--- config.mk ---
export PLATFORM = sky130hd
export DESIGN_NAME = bcd_frame_sched_flat
export DESIGN_NICKNAME = d
export VERILOG_FILES = /design/src/rtl/bcd_frame_sched_pkg.sv /design/src/rtl/bcd_frame_sched_if.sv /design/src/rtl/bcd_frame_sched_bin2bcd.sv /design/src/rtl/bcd_frame_sched.sv /design/src/flat_wrapper.sv
export SDC_FILE = /design/constraint.sdc
export NUM_CORES = 1
export LEC_CHECK = 0
export ABC_AREA = 0
export BUFFER_PORTS_ARGS = -buffer_cell sky130_fd_sc_hd__buf_4
export CAP_MARGIN = 20
export CORE_ASPECT_RATIO = 1.75
export CORE_MARGIN = 1.5
export CORE_UTILIZATION = 25
export CTS_CLUSTER_DIAMETER = 80
export CTS_CLUSTER_SIZE = 30
export DETAILED_ROUTE_END_ITERATION = 8
export HOLD_SLACK_MARGIN = 0.15
export PLACE_DENSITY_LB_ADDON = 0.05
export SLEW_MARGIN = 5
export SYNTH_ARGS = -nofsm -noshare
export SYNTH_HDL_FRONTEND = slang
export SYNTH_SLANG_ARGS = --single-unit
--- constraint.sdc ---
create_clock -name clk -period 15.66 [get_ports clk]
set_input_delay 0.783 -clock clk [delete_from_list [all_inputs] [get_ports clk]]
set_output_delay 0.783 -clock clk [all_outputs]
set_load 0.03 [all_outputs]
--- src/rtl/bcd_frame_sched_pkg.sv ---
// Shared types and constants for the BCD frame scheduler: FSM states, requester IDs and ASCII bytes.
package bcd_frame_pkg;

    typedef enum logic [2:0] {
        ST_IDLE,
        ST_CONV,
        ST_HDR,
        ST_DIG,
        ST_CR,
        ST_LF
    } state_t;

    typedef enum logic {
        SRC_MEAS = 1'b0,
        SRC_CAL  = 1'b1
    } src_t;

    localparam logic [7:0] ZERO  = 8'h30;
    localparam logic [7:0] SPACE = 8'h20;
    localparam logic [7:0] CR    = 8'h0D;
    localparam logic [7:0] LF    = 8'h0A;

    // Number of BCD nibbles needed to hold any w-bit binary value.
    function automatic int digitsFor(input int w);
        return (w + (w - 4) / 3 + 4) / 4;
    endfunction

endpackage

--- src/rtl/bcd_frame_sched_if.sv ---
// Request/ack handshakes, the byte stream towards the radio and the busy flag of the BCD frame scheduler.
interface bcd_frame_sched_if #(
    parameter int W = 16
);

    logic         meas_req;
    logic [W-1:0] meas_val;
    logic         meas_ack;
    logic         cal_req;
    logic [W-1:0] cal_val;
    logic         cal_ack;
    logic [7:0]   tx_data;
    logic         tx_valid;
    logic         tx_ready;
    logic         busy;

    // The scheduler side: serves the requesters and drives the byte stream.
    modport master (
        input  meas_req, meas_val, cal_req, cal_val, tx_ready,
        output meas_ack, cal_ack, tx_data, tx_valid, busy
    );

    // The environment side: requesters and the radio sender.
    modport slave (
        output meas_req, meas_val, cal_req, cal_val, tx_ready,
        input  meas_ack, cal_ack, tx_data, tx_valid, busy
    );

endinterface

--- src/rtl/bcd_frame_sched_bin2bcd.sv ---
// Combinational binary-to-BCD converter (shift-and-add-3), W-bit input, DIGITS nibbles out.
module bin2bcd #(
    parameter int W      = 16,
    parameter int DIGITS = (W + (W - 4) / 3 + 4) / 4
) (
    input  logic [W-1:0]          i_bin,
    output logic [4*DIGITS-1:0]   o_bcd
);

    logic [4*DIGITS-1:0] w_acc;

    // Before each shift, any nibble of 5 or more is bumped by 3 so it carries correctly into the next digit.
    always_comb begin
        w_acc = '0;
        for (int i = W - 1; i >= 0; i--) begin
            for (int d = 0; d < DIGITS; d++) begin
                if (w_acc[4*d +: 4] > 4'd4) begin
                    w_acc[4*d +: 4] = w_acc[4*d +: 4] + 4'd3;
                end
            end
            w_acc = {w_acc[4*DIGITS-2:0], i_bin[i]};
        end
    end

    assign o_bcd = w_acc;

endmodule

--- src/rtl/bcd_frame_sched.sv ---
// Round-robin shares the bin2bcd converter between measurement and calibration and streams ASCII frames.
// Optional feature: define LZ_SUPPRESS_EN to send leading zero digits as spaces.
module bcd_frame_sched
    import bcd_frame_pkg::*;
#(
    parameter int         W        = 16,
    parameter logic [7:0] HDR_MEAS = 8'h4D,
    parameter logic [7:0] HDR_CAL  = 8'h43
) (
    input  logic                 clk,
    input  logic                 rst_n,
    bcd_frame_sched_if.master    bus
);

    localparam int DIGITS = digitsFor(W);
    localparam int IDXW   = (DIGITS > 1) ? $clog2(DIGITS) : 1;

    state_t              r_state;
    state_t              w_nextState;
    src_t                r_lastGrant;
    src_t                r_src;
    logic [W-1:0]        r_opReg;
    logic [4*DIGITS-1:0] r_bcdReg;
    logic [IDXW-1:0]     r_digIdx;
    logic                r_seenNz;
    logic                r_measAck;
    logic                r_calAck;
    logic                r_txValid;
    logic [7:0]          r_txData;

    logic                w_grant;
    src_t                w_grantSrc;
    logic                w_fire;
    logic [IDXW-1:0]     w_nextIdx;
    logic                w_nextSeen;
    logic [3:0]          w_curDigit;
    logic [3:0]          w_nextDigit;
    logic [7:0]          w_nextData;
    logic [4*DIGITS-1:0] w_conv;

    bin2bcd #(
        .W      (W),
        .DIGITS (DIGITS)
    ) u_bin2bcd (
        .i_bin (r_opReg),
        .o_bcd (w_conv)
    );

    assign w_fire     = r_txValid & bus.tx_ready;
    assign w_curDigit = r_bcdReg[r_digIdx*4 +: 4];

    // On a tie the requester that did not win last time is served.
    always_comb begin
        w_nextState = r_state;
        w_grant     = 1'b0;
        w_grantSrc  = SRC_MEAS;
        w_nextIdx   = r_digIdx;
        w_nextSeen  = r_seenNz;
        case (r_state)
            ST_IDLE: begin
                if (bus.meas_req && bus.cal_req) begin
                    w_grant    = 1'b1;
                    w_grantSrc = (r_lastGrant == SRC_CAL) ? SRC_MEAS : SRC_CAL;
                end else if (bus.meas_req) begin
                    w_grant    = 1'b1;
                    w_grantSrc = SRC_MEAS;
                end else if (bus.cal_req) begin
                    w_grant    = 1'b1;
                    w_grantSrc = SRC_CAL;
                end
                if (w_grant) begin
                    w_nextState = ST_CONV;
                end
            end
            ST_CONV: w_nextState = ST_HDR;
            ST_HDR: begin
                if (w_fire) begin
                    w_nextState = ST_DIG;
                    w_nextIdx   = IDXW'(DIGITS - 1);
                    w_nextSeen  = 1'b0;
                end
            end
            ST_DIG: begin
                if (w_fire) begin
                    w_nextSeen = r_seenNz | (w_curDigit != 4'd0);
                    if (r_digIdx == '0) begin
                        w_nextState = ST_CR;
                    end else begin
                        w_nextIdx = r_digIdx - IDXW'(1);
                    end
                end
            end
            ST_CR: if (w_fire) w_nextState = ST_LF;
            ST_LF: if (w_fire) w_nextState = ST_IDLE;
            default: w_nextState = ST_IDLE;
        endcase
    end

    assign w_nextDigit = r_bcdReg[w_nextIdx*4 +: 4];

    // The byte for the coming cycle is decoded from the next state so tx_data leaves a register.
    always_comb begin
        w_nextData = 8'h00;
        case (w_nextState)
            ST_HDR: w_nextData = (r_src == SRC_CAL) ? HDR_CAL : HDR_MEAS;
            ST_DIG: begin
`ifdef LZ_SUPPRESS_EN
                if ((w_nextDigit == 4'd0) && !w_nextSeen && (w_nextIdx != '0)) begin
                    w_nextData = SPACE;
                end else begin
                    w_nextData = ZERO + {4'h0, w_nextDigit};
                end
`else
                w_nextData = ZERO + {4'h0, w_nextDigit};
`endif
            end
            ST_CR:   w_nextData = CR;
            ST_LF:   w_nextData = LF;
            default: w_nextData = 8'h00;
        endcase
    end

    always_ff @(posedge clk or negedge rst_n) begin
        if (!rst_n) begin
            r_state <= ST_IDLE;
        end else begin
            r_state <= w_nextState;
        end
    end

    // Operands are captured only at grant so later input changes cannot disturb a frame in flight.
    always_ff @(posedge clk or negedge rst_n) begin
        if (!rst_n) begin
            r_lastGrant <= SRC_CAL;
            r_src       <= SRC_MEAS;
            r_opReg     <= '0;
            r_bcdReg    <= '0;
            r_digIdx    <= '0;
            r_seenNz    <= 1'b0;
            r_measAck   <= 1'b0;
            r_calAck    <= 1'b0;
            r_txValid   <= 1'b0;
            r_txData    <= 8'h00;
        end else begin
            r_measAck <= w_grant && (w_grantSrc == SRC_MEAS);
            r_calAck  <= w_grant && (w_grantSrc == SRC_CAL);
            if (w_grant) begin
                r_lastGrant <= w_grantSrc;
                r_src       <= w_grantSrc;
                r_opReg     <= (w_grantSrc == SRC_CAL) ? bus.cal_val : bus.meas_val;
            end
            if (r_state == ST_CONV) begin
                r_bcdReg <= w_conv;
            end
            r_digIdx  <= w_nextIdx;
            r_seenNz  <= w_nextSeen;
            r_txValid <= (w_nextState == ST_HDR) || (w_nextState == ST_DIG) ||
                         (w_nextState == ST_CR)  || (w_nextState == ST_LF);
            r_txData  <= w_nextData;
        end
    end

    assign bus.meas_ack = r_measAck;
    assign bus.cal_ack  = r_calAck;
    assign bus.tx_valid = r_txValid;
    assign bus.tx_data  = r_txData;
    assign bus.busy     = (r_state != ST_IDLE);

endmodule
--- src/flat_wrapper.sv ---
// flat-port wrapper written by rule: the top's interface ports become plain ports
module bcd_frame_sched_flat import bcd_frame_pkg::*;
#(
    parameter int         W        = 16,
    parameter logic [7:0] HDR_MEAS = 8'h4D,
    parameter logic [7:0] HDR_CAL  = 8'h43
)
  (clk, rst_n, bus_meas_req, bus_meas_val, bus_cal_req, bus_cal_val, bus_tx_ready, bus_meas_ack, bus_cal_ack, bus_tx_data, bus_tx_valid, bus_busy);
  bcd_frame_sched_if #(.W(W)) bus_i ();
  input  logic clk;
  input  logic rst_n;
  input wire logic [$bits(bus_i.meas_req)-1:0] bus_meas_req;
  input wire logic [$bits(bus_i.meas_val)-1:0] bus_meas_val;
  input wire logic [$bits(bus_i.cal_req)-1:0] bus_cal_req;
  input wire logic [$bits(bus_i.cal_val)-1:0] bus_cal_val;
  input wire logic [$bits(bus_i.tx_ready)-1:0] bus_tx_ready;
  output wire logic [$bits(bus_i.meas_ack)-1:0] bus_meas_ack;
  output wire logic [$bits(bus_i.cal_ack)-1:0] bus_cal_ack;
  output wire logic [$bits(bus_i.tx_data)-1:0] bus_tx_data;
  output wire logic [$bits(bus_i.tx_valid)-1:0] bus_tx_valid;
  output wire logic [$bits(bus_i.busy)-1:0] bus_busy;
  assign bus_i.meas_req = bus_meas_req;
  assign bus_i.meas_val = bus_meas_val;
  assign bus_i.cal_req = bus_cal_req;
  assign bus_i.cal_val = bus_cal_val;
  assign bus_i.tx_ready = bus_tx_ready;
  assign bus_meas_ack = bus_i.meas_ack;
  assign bus_cal_ack = bus_i.cal_ack;
  assign bus_tx_data = bus_i.tx_data;
  assign bus_tx_valid = bus_i.tx_valid;
  assign bus_busy = bus_i.busy;
  bcd_frame_sched #(.W(W), .HDR_MEAS(HDR_MEAS), .HDR_CAL(HDR_CAL)) u_core (.clk(clk), .rst_n(rst_n), .bus(bus_i));
endmodule
==> qor.csv <==
metric;value;unit
IO Pins;49;
maximum fanout along the worst path;19;
Routed WL;27.10;mm
Fin Setup TNS;0;ps
Via density;5.501;
global-route wire length before repair;43.17;mm
synthesized flop and latch total;54;
top cells by area, synth;dfrtp_1, ha_1, nand2_1;
CP startpoint kind;flip-flop;
post-synthesis simple-gate area fraction;0.2584;
Post-Layout Cell Count;1476;
DP Cell Count;1466;
Max H-tree Level;2;
Arr. time, crit path;10720;ps
final hold vios;0;
1st-pass router iterations;5;
critical path's most frequent cell;ha_1;
path type of the worst min-delay path;reg2reg;
Die H;240.8;um
# setup viols final;0;
fillers;3527;
fin. max-slew vios;0;
area leader, netlist;dfrtp_1;
Area growth syn-to-layout;8.939;%
Synth Area in Adders;0.06600;
clk_lat worst skew;310;ps
fmax;95.33;MHz
wire per inst;18.36;um
period utilization;0.6699;
cts bufs inserted;5;
Core ar.;0.03164;sq mm
clock buffer depth;2;
I/O Buffers;47;
cell area after layout;0.008798;sq mm
Post-Syn Instances;1087;
CP Capture Type;flip-flop;
die width;138.9;um
Hold EP;u_core.r_bcdReg[0]$_DFFE_PN0P_;
commonest non-fill, non-tap cell in the layout;nand2_1;
initial core utilization;0.2553;
required time of the critical path;15890;ps
clock root buffer;clkbuf_16;
vias post-DR;8119;
Post-Synth XOR/XNOR Area;0.04167;
r2r setup slk;5170;ps
RSZ-0062 raised after global routing;false;
Nets;1157;
Yosys top cell area share;0.1642;
Synth warnings;0;
hpwl dp;21.15;mm
status;completed;
clk sinks;54;
HP Start;u_core.r_bcdReg[0]$_DFFE_PN0P_;
postcts setup bufs;0;
combinational family with the most area after synthesis;compound AO/OA/AOI/OAI gates;
CTS tree;done;
Worst Max-Slew Pin Slew;919.6;ps
crit path time final;10490;ps
sequential element share of the synthesized area;0.1675;
Syn Area/Cell;7.430;sq um
hold depth;2;
Clock Skew;12.34;ps
Synth Net Count;1165;
total global-route track usage;0.1584;
Async SR Flop Fraction;1.000;
Compound-Gate Fraction of Synth Area;0.3321;
layout cell share with drive strength beyond 1;0.1269;
global placer's final weighted congestion;0.8089;
initial antenna violation count;0;
clk slew on worst S/H paths;80;ps
most frequent cells in the layout;nand2_1, nor2_1, buf_4;
largest net degree at the start of global routing;55;
Hold-fix buffers, CTS;0;
Post-CTS Resized;0;
worst reg2reg path depth;41;
Placement Cell Area;0.008610;sq mm
grt total ovfl;0;
Setup CP Type;reg2reg;
vias in the first global route;7925;
slowest cell on the critical path;a311oi_4;
drt drc;0;
Routed Antenna Nets;0;
n_diodes;0;
full die area;0.03344;sq mm
Worst path max stage delay;780;ps
max cap viols;0;
worst r2r src;u_core.r_opReg[13]$_DFFE_PN0P_;
reg2reg end;u_core.r_bcdReg[18]$_DFFE_PN0P_;
multiplexer share of the synthesized area;0.05763;
Primary FF master, synth;dfrtp_1;
DR iter-0 viols;319;
Rel. slew slack;0.3870;
EDFF count, synth;0;
Distinct cells, synth;111;
row count;86;
synthesized area;0.008076;sq mm
cell type report:
class	count	area (sq um)	share of cell area
clock buffer	5	125.1	0.01422
clock inverter	3	48.80	0.005546
inverter	48	180.2	0.02048
multi-input combinational	905	6108	0.6943
sequential	54	1353	0.1537
tap	396	495.5	0.05631
timing repair buffer	65	488.0	0.05546
per-layer routing:
| metal | vias to the layer above | global-route usage | part of all wire |
|---|---|---|---|
| met4 | 0 | 0.05871 | 0.034 |
| met3 | 40 | 0.01151 | 0.012 |
| met2 | 96 | 0.3210 | 0.57 |
| met1 | 3923 | 0.1681 | 0.39 |
| met5 | - | 0 | 0 |
| li1 | 4060 | - | - |
stage by stage:
stage	utilization	hold slack, ps	worst slack (ps)
after detailed placement	0.2721	475.9	4863
after global placement	0.2721	468.2	4886
final	0.2781	491.1	5170
after floorplan	-	439.1	7240
after CTS	0.2776	495.8	4796
after global routing	0.2781	504.2	3904
cells in the mapped netlist, types with 5 or more instances:
library cell  instances
xnor2_1              25
ha_1                 41
inv_1                45
a221o_1               7
o31ai_1              10
buf_2                27
a31oi_1              25
a31o_2                5
nor2_1               86
buf_4                 9
a32oi_1               5
o21ai_1              13
mux2i_1              24
xor2_1                9
o21ai_0              51
dfrtp_1              53
a311o_1               5
nand2_1             134
or4_1                 5
o221ai_1              6
a21oi_1              48
clkbuf_1             34
a21o_1               13
a21boi_0              7
or3_1                14
a41oi_1               5
a211oi_1             17
o21a_1                5
o211ai_1             23
a22o_1                5
nand4_1              15
nand2b_1             12
nor4_1                7
buf_6                 9
a22oi_1              20
a211o_1               9
mux2_2               14
nor2b_1              13
nor3_1               42
nand3_1              43
and3_1                9
o22ai_1              13
and2_1               10
critical path: cells and delay by family (launching register included):
family                   cells  cell delay (ps)
XOR/XNOR                     5             1730
flip-flops                   1              460
multiplexers                 2              430
AND/OR/NAND/NOR             10             2180
AO/OA/AOI/OAI               12             3380
buffers and inverters        5              600
adder cells (fa/ha/maj)      7             1640
sequential cells by signal (all words and copies together), names as in the netlist:
name                 cells
u_core.bus.cal_ack       1
u_core.bus.meas_ack      1
u_core.bus.tx_data       6
u_core.bus.tx_valid      1
u_core.r_bcdReg         21
u_core.r_digIdx          3
u_core.r_lastGrant       1
u_core.r_opReg          16
u_core.r_src             1
u_core.r_state           3
worst max-delay path by stage:
stage	to	cells past startpoint	slack (ps)	startpoint
after floorplan	u_core.r_bcdReg[10]$_DFFE_PN0P_	38	7240	u_core.r_opReg[13]$_DFFE_PN0P_
after global placement	u_core.r_bcdReg[18]$_DFFE_PN0P_	40	4890	u_core.r_opReg[13]$_DFFE_PN0P_
after detailed placement	u_core.r_bcdReg[18]$_DFFE_PN0P_	40	4860	u_core.r_opReg[13]$_DFFE_PN0P_
after CTS	u_core.r_bcdReg[18]$_DFFE_PN0P_	40	4800	u_core.r_opReg[13]$_DFFE_PN0P_
after global routing	u_core.r_bcdReg[18]$_DFFE_PN0P_	37	3900	u_core.r_opReg[13]$_DFFE_PN0P_
final	u_core.r_bcdReg[18]$_DFFE_PN0P_	41	5170	u_core.r_opReg[13]$_DFFE_PN0P_
logic make-up (layout without fill, tap and decap cells):
kind of cell | count (synthesis) | after routing
xor+xnor | 36 | 36
mux | 43 | 43
simple gates | 422 | 422
other cells | 1 | 1
fa+ha+maj | 43 | 43
compound gates | 360 | 360
flops | 54 | 54
buf+inv | 128 | 121
Power is not shown: default switching activity piles up to over one toggle a cycle in this logic, so the estimate is an artifact.
